**src/rtl/conv_seq_ctrl.sv**
```systemverilog
// Strobe sequencer for the convolver array: clears line buffers, loads filter taps,
// streams pixels and flags complete 3x3 windows (IDLE, CLEAR, LOAD_F, STREAM, DRAIN, DONE).
module conv_seq_ctrl #(
  parameter int ADDR_W  = 8,
  parameter int N_TAPS  = 9,
  parameter int MAC_LAT = 2
) (
  input  logic              clk,
  input  logic              rst,
  input  logic              start,
  input  logic [ADDR_W-1:0] row_length,
  input  logic [ADDR_W-1:0] num_rows,
  input  logic              in_valid,
  output logic              in_ready,
  output logic              line_buffer_reset,
  output logic              shifting_filter,
  output logic              shifting_line,
  output logic              mac_enable,
  output logic              output_valid,
  output logic              busy,
  output logic              done,
  output logic              err
);

  localparam int TAP_W = (N_TAPS > 1) ? $clog2(N_TAPS) : 1;

  typedef enum logic [2:0] {
    IDLE,
    CLEAR,
    LOAD_F,
    STREAM,
    DRAIN,
    DONE
  } state_t;

  state_t             state;
  logic [ADDR_W-1:0]  len_q;
  logic [ADDR_W-1:0]  rows_q;
  logic [ADDR_W-1:0]  col;
  logic [ADDR_W-1:0]  row;
  logic [TAP_W-1:0]   taps_left;
  logic [MAC_LAT-1:0] dline;
  logic [MAC_LAT-1:0] dline_next;
  logic               xfer;
  logic               window;
  logic               last_col;
  logic               last_px;

  assign in_ready          = (state == LOAD_F) || (state == STREAM);
  assign xfer              = in_valid && in_ready;
  assign shifting_filter   = in_valid && (state == LOAD_F);
  assign shifting_line     = in_valid && (state == STREAM);
  assign line_buffer_reset = (state == CLEAR);
  assign busy              = (state != IDLE);
  assign done              = (state == DONE);

  assign window   = (row >= ADDR_W'(2)) && (col >= ADDR_W'(2));
  assign last_col = (col == len_q - ADDR_W'(1));
  assign last_px  = last_col && (row == rows_q - ADDR_W'(1));

  // Bit k holds mac_enable delayed by k+1 cycles; the top bit is output_valid.
  assign dline_next   = MAC_LAT'({dline, mac_enable});
  assign output_valid = dline[MAC_LAT-1];

  always_ff @(posedge clk or negedge rst) begin
    if (!rst) begin
      state      <= IDLE;
      len_q      <= '0;
      rows_q     <= '0;
      col        <= '0;
      row        <= '0;
      taps_left  <= '0;
      mac_enable <= 1'b0;
      err        <= 1'b0;
    end else begin
      err        <= 1'b0;
      mac_enable <= 1'b0;
      case (state)
        IDLE: begin
          if (start) begin
            if ((row_length >= ADDR_W'(3)) && (num_rows >= ADDR_W'(3))) begin
              len_q  <= row_length;
              rows_q <= num_rows;
              state  <= CLEAR;
            end else begin
              err <= 1'b1;
            end
          end
        end
        CLEAR: begin
          taps_left <= TAP_W'(N_TAPS - 1);
          col       <= '0;
          row       <= '0;
          state     <= LOAD_F;
        end
        LOAD_F: begin
          if (xfer) begin
            if (taps_left == '0) state <= STREAM;
            else taps_left <= taps_left - TAP_W'(1);
          end
        end
        STREAM: begin
          if (xfer) begin
            mac_enable <= window;
            if (last_px) state <= DRAIN;
            if (last_col) begin
              col <= '0;
              row <= row + ADDR_W'(1);
            end else begin
              col <= col + ADDR_W'(1);
            end
          end
        end
        DRAIN: begin
          if (dline_next == '0) state <= DONE;
        end
        DONE: state <= IDLE;
        default: state <= IDLE;
      endcase
    end
  end

  always_ff @(posedge clk or negedge rst) begin
    if (!rst) dline <= '0;
    else      dline <= dline_next;
  end

endmodule

```
**config.mk**
```make
export PLATFORM = sky130hd
export DESIGN_NAME = conv_seq_ctrl
export DESIGN_NICKNAME = d
export VERILOG_FILES = /design/src/rtl/conv_seq_ctrl.sv
export SDC_FILE = /design/constraint.sdc
export NUM_CORES = 1
export LEC_CHECK = 0
export BUFFER_PORTS_ARGS = -buffer_cell sky130_fd_sc_hd__buf_2
export CAP_MARGIN = 25
export CORE_UTILIZATION = 53
export DETAILED_ROUTE_END_ITERATION = 16
export GPL_TIMING_DRIVEN = 1
export PLACE_DENSITY = 0.76
export SLEW_MARGIN = 25
export SYNTH_ARGS = -nofsm -noshare
export SYNTH_HDL_FRONTEND = slang
export SYNTH_SLANG_ARGS = --single-unit
```
**constraint.sdc**
```tcl
create_clock -name clk -period 2.6 [get_ports clk]
set_clock_uncertainty 0.2 [all_clocks]
set_input_delay 0.13 -clock clk [delete_from_list [all_inputs] [get_ports clk]]
set_output_delay 0.13 -clock clk [all_outputs]
set_load 0.01 [all_outputs]
```
==> results of run 1 <==
worst paths after layout:
| path | startpoint | to | cells after the start |
|---|---|---|---|
| max | len_q[0] | row[4] | 7 |
| min | in_valid | taps_left[3] | 4 |
| max reg2reg | len_q[0] | row[4] | 7 |
| min reg2reg | dline[0] | dline[1] | 0 |
| max in group asynchronous | rst | len_q[6] | 2 |
| min in group asynchronous | rst | col[1] | 2 |
cells in the mapped netlist, types with 3 or more instances:
master	n	area share [%]
dfrtp_1	43	40
nand2_1	28	3.9
inv_1	15	2.1
nor2_1	15	2.1
o21ai_0	15	2.8
a21oi_1	11	2.0
mux2_2	11	4.6
nand3_1	11	2.0
xor2_1	11	3.6
nor4_1	10	2.3
clkbuf_1	7	0.98
ha_1	7	3.3
or4_1	7	2.0
nand2b_1	6	1.4
nor3_1	6	1.1
o211ai_1	6	1.7
xnor2_1	6	2.0
a211oi_1	5	1.4
nor3b_1	4	1.1
o31ai_1	4	1.1
a22o_1	3	0.98
a31oi_1	3	0.70
and3_1	3	0.70
clkbuf_8	3	1.5
nand4_1	3	0.70
or2_2	3	0.70
or3b_2	3	0.98
routing by layer:
metal	GRT usage [%]	part of all wire (%)	vias up
met5	0	0	-
met3	4.252	5.2	7
met2	44.55	48	75
li1	-	-	1189
met1	39.82	46	1202
met4	9.188	1.1	0
cell type report:
class,instances,area share (%)
clock buffer,6,2.324
clock inverter,2,0.9859
inverter,16,1.690
multi-input combinational,214,46.06
sequential,43,30.28
tap,67,2.359
timing repair buffer,76,16.30
timing repair:
action                                 CTS  global route
cloned                                   1             0
setup buffers                            6             3
setup endpoints to repair               14            19
pin swaps                                9            10
endpoints found under the hold margin   60             0
hold buffers                            18             0
gates resized for setup                 13            28
worst max-delay path: stages (launching register included):
cell and delay (ns):
dfrtp_1 0.41, buf_4 0.15, or4_4 0.55, nor2_1 0.11
nand4b_1 0.23, a211o_4 0.43, or4_1 0.44, a21oi_1 0.17
cells by family after synthesis:
group | after synthesis | synth area share (%)
compound gates | 65 | 16.54
xor+xnor | 17 | 5.527
fa+ha+maj | 7 | 3.251
buf+inv | 32 | 6.688
flops | 43 | 39.94
mux | 13 | 5.341
simple gates | 111 | 22.71
stage by stage:
step	setup slack (ns)	instances	total power (W)	util, %	instance area [um2]
2_1_floorplan	-0.04455	288	0.001086	-	2706
3_3_place_gp	-0.09877	388	0.001161	61.87	2980
3_5_place_dp	-0.1754	388	0.001169	61.87	2980
4_1_cts	-0.1407	421	0.001766	70.52	3397
5_1_grt	-0.3045	424	0.001929	73.77	3553
6_report	-0.1853	424	0.001835	73.77	3553
power breakdown:
part           switching (W)  leakage (nW)  internal [W]
Clock               0.000247        0.0612      0.000311
Sequential          0.000103         0.532      0.000736
Combinational       0.000225         0.953      0.000213
state kept, by name, summed over array words and instances, names as in the netlist:
register and cells:
row 8, rows_q 8, col 8, mac_enable 1
err 1, taps_left 4, dline 2, state 3
len_q 8
cell usage in the layout, fill, tap and decap left out, drive strengths merged, types with 6 or more instances in the layout:
cell / count
buf: 58
mux2: 11
xnor2: 6
clkbuf: 6
nand2: 28
nand3: 11
or4: 8
xor2: 11
nand2b: 6
nor3: 6
nor2: 15
o21ai: 15
nor4: 11
dfrtp: 43
inv: 15
dlygate4sd3: 18
ha: 7
o211ai: 6
a21oi: 11
==> reports/results.tsv, run 1 <==
metric	value	unit
drive_above_1_share	31.93	%
period_needed	2.785	ns
cp.arrival	2.80	ns
wirelength	7015	um
dieArea	5372	um2
slew_headroom	55.79	%
dr.pass1.iters	4	
die_y	73.30	um
area_delta_synth_final	31.91	%
h-tree-depth	2	
track_usage	28.18	%
max_freq	0.3590	GHz
fin_nets	383	
diodes	0	
critPathMaxFanout	5	
dieWidth	73.30	um
layout_setup_ws	-0.1853	ns
ios	29	
outcome	finished, violations left	
hold_ws	0.02781	ns
critPathKind	flop to flop	
p_per_area	516.4	nW/um2
syn_area_per_cell	9.354	um2
overflow	0	
path_clk_slew	0.08	ns
cts.sinks	43	
fin_crit_sh	107.1	%
drc	0	
grt_setup_unrepaired	yes	
cts_root_buf	clkbuf_8	
async_flop_share	100.0	%
routed_via_density	5.833	
synth_enable_flop_cells	0	
crit_path_end_kind	flop	
clock_path_buffers	2	
violations	negative setup slack	
yosys.cell_types.count	59	
worst_pin_slew	0.6607	ns
hold_viol	0	
grt_max_degree	44	
synth_cells	288	
cts_tree	built	
start_util	55.92	%
antenna_left	0	
critPathRequiredTime	2.62	ns
slew_viol_final	0	
port_buffers	28	
fill_cells	349	
coreArea	4817	um2
synth_flop_cell	dfrtp_1	
cts_buffers	5	
gp_congestion	0.8122	
multi_input_area	1637	um2
syn_area	2694	um2
drv_cap	0	
rows	25	
seqCellArea	1076	um2
setup_tns	-2.132	ns
routedWlPerCell	16.54	um
clk_latency	0.31	ns
rrSetupSlack	-0.19	ns
antenna_found_initial	0	
startpoint_type	flop	
synth_nets	315	
synth-seq-area-share	39.94	%
grt_pass1_vias	2413	
grt_pass1_wl	11510	um
ir_worst_vdd	0.3649	mV
setup_viol	18	
worstHoldPathType	input pin to flop	
vias	2473	
drtIter0Drc	157	
ys_ff_latch	43	
leakage	1.546	nW
hpwl	4203	um
synth_warnings	0	
Power figures use the tool's default switching activity.
==> inputs of run 2 (changes only) <==
CORE_UTILIZATION = 63   (was 53)
PLACE_DENSITY = 0.85   (was 0.76)
clock period = 3.46 ns   (was 2.6 ns; I/O delays follow)
==> run 2 against run 1 <==
The run now ends clean. Combinational power fell by 44%. Via count is 5.6% lower. Total power fell by 34%. Global-route usage is 0.79 points higher. Routed wire length down 15%.
==> reports/results.tsv, run 2 (synthesized netlist as in run 1, its figures left out) <==
metric	value	unit	change
critPathMaxFanout	21		+16
ir_worst_vdd	0.2641	mV	-28%
worstHoldStart	start		
antenna_found_initial	0		unchanged
grt_max_degree	44		unchanged
grt_setup_unrepaired	no		
slew_headroom	55.77	%	about the same
clk_latency	0.30	ns	about the same
path_cells	inv_1 -> ha_1 -> or3b_2 -> nor4_1 -> o2111ai_1 -> a211o_2 -> or4_1 -> a21oi_1		
worst_pin_slew	0.6595	ns	-0.001229 ns
area_delta_synth_final	13.19	%	
crit_family	simple AND/OR/NAND/NOR gates		
critPathRequiredTime	3.48	ns	+0.86 ns
cts_buffers	5		unchanged
grt_pass1_vias	2059		-15%
whs_path_depth	3		-1
overflow	0		unchanged
worstHoldPathType	input pin to flop		
start_util	66.39	%	+10 points
slew_viol_final	0		unchanged
wirelength	5928	um	-15%
gp_congestion	0.8289		+2.1%
slowest_stage	or4_1		
routedWlPerCell	15.77	um	-4.7%
vias	2334		-5.6%
startpoint_type	flop		
routed_via_density	6.207		+6.4%
h-tree-depth	2		unchanged
port_buffers	28		unchanged
drc	0		unchanged
max_stage_delay	0.54	ns	about the same
cts.sinks	43		unchanged
coreArea	4058	um2	-16%
r2r_start	len_q[0]		
antenna_left	0		unchanged
dieWidth	67.39	um	-8.1%
cp.arrival	3.01	ns	+0.21 ns
die_y	67.39	um	-8.1%
drtIter0Drc	187		+19%
path_clk_slew	0.08	ns	about the same
setup_viol	0		-18
dr.pass1.iters	4		unchanged
clock_path_buffers	2		unchanged
grt_pass1_wl	9722	um	-16%
p_per_area	397.5	nW/um2	-23%
cp_num_buf_inv	1		unchanged
outcome	complete, no violations		
max_freq	0.3353	GHz	-6.6%
leakage	1.344	nW	-13%
cts_root_buf	clkbuf_8		
dieArea	4541	um2	-15%
track_usage	28.97	%	+0.79 points
crit_path_end_kind	flop		
diodes	0		unchanged
power	0.001212	W	-34%
rrSetupSlack	0.48	ns	+0.66 ns
critPathKind	flop to flop		
mostFrequentLayoutCell	dfrtp_1		
drive_above_1_share	18.40	%	-14 points
critPathLaunch	len_q[0]		
rows	23		-8.0%
fin_nets	352		-8.1%
layout_common_cells	dfrtp_1, nand2_1, buf_2, dlygate4sd3_1		
cts_setup_buffers	0		-6
hold_viol	0		unchanged
cts_tree	built		
setup_tns	0	ns	+2.132 ns
fin_crit_sh	86.19	%	-21 points
r2r_end	row[7]		
period_needed	2.982	ns	+0.1970 ns
ios	29		unchanged
hpwl	4067	um	-3.2%
rr_worst_depth	8		+1
drv_cap	0		unchanged
hold_end	err		
run 2: cell count changes in the layout (fill, tap and decap cells not counted), moves of 3 or more:
cell | previous run | this run
o21ai_0 | 9 | 15
buf_4 | 26 | 2
a21oi_2 | 3 | 0
a21oi_1 | 8 | 11
o21ai_2 | 3 | 0
buf_6 | 3 | 0
o21ai_1 | 3 | 0
nor4_4 | 3 | 0
run 2: area by class of cell:
type / count / area, um2
clock inverters: 3 / 23.77
fillers: 294 / 1008
repair buffers: 46 / 320.3
well taps: 50 / 62.56
multi-input cells: 213 / 1438
flip-flops and latches: 43 / 1076
inverters: 16 / 60.06
clock buffers: 5 / 68.82
run 2: metal layers:
metal  routed length [um]  vias to the layer above  global-route usage, %  part of all wire (%)
met2                 2861                       77                  46.00                    48
met3                  333                        8                  5.574                   5.6
met5                    0                        -                      0                     0
met4                   84                        0                  9.043                   1.4
met1                 2649                     1119                  39.72                    45
li1                     -                     1130                      -                     -
run 2: stage by stage:
stage | setup slack (ns) | hold WS, ns | cell area (um2) | instances | utilization, %
2_1_floorplan | 0.7225 | -0.3226 | 2694 | 288 | -
3_3_place_gp | 0.6239 | 0.1698 | 2784 | 351 | 68.61
3_5_place_dp | 0.5127 | 0.1641 | 2784 | 351 | 68.61
4_1_cts | 0.4891 | 0.01562 | 3047 | 376 | 75.08
5_1_grt | 0.3383 | 0.02109 | 3049 | 376 | 75.15
6_report | 0.4777 | 0.03275 | 3049 | 376 | 75.15
run 2: repair_timing:
action                    CTS  global route
hold endpoints to repair   59             0
hold buffers               17             0
gates resized for setup     0             0
run 2: worst max path at each step:
stage / to / slack (ns) / depth (start not counted)
after floorplan: row[4] / 0.72 / 9
after global placement: row[5] / 0.62 / 8
after detailed placement: row[5] / 0.51 / 8
after CTS: row[7] / 0.49 / 8
after global routing: row[6] / 0.34 / 8
final: row[7] / 0.48 / 8
run 2: worst reg2reg max path, cell delays in order, from the launching register on:
cell and delay (ns):
dfrtp_1 0.43, inv_1 0.09, ha_1 0.19, or3b_2 0.49, nor4_1 0.19, o2111ai_1 0.15
a211o_2 0.48, or4_1 0.54, a21oi_1 0.15
run 2: report_power, final:
group	switching [W]	internal, W
clock network	0.000188	0.000144
logic	0.000120	0.000126
registers	0.0000803	0.000553
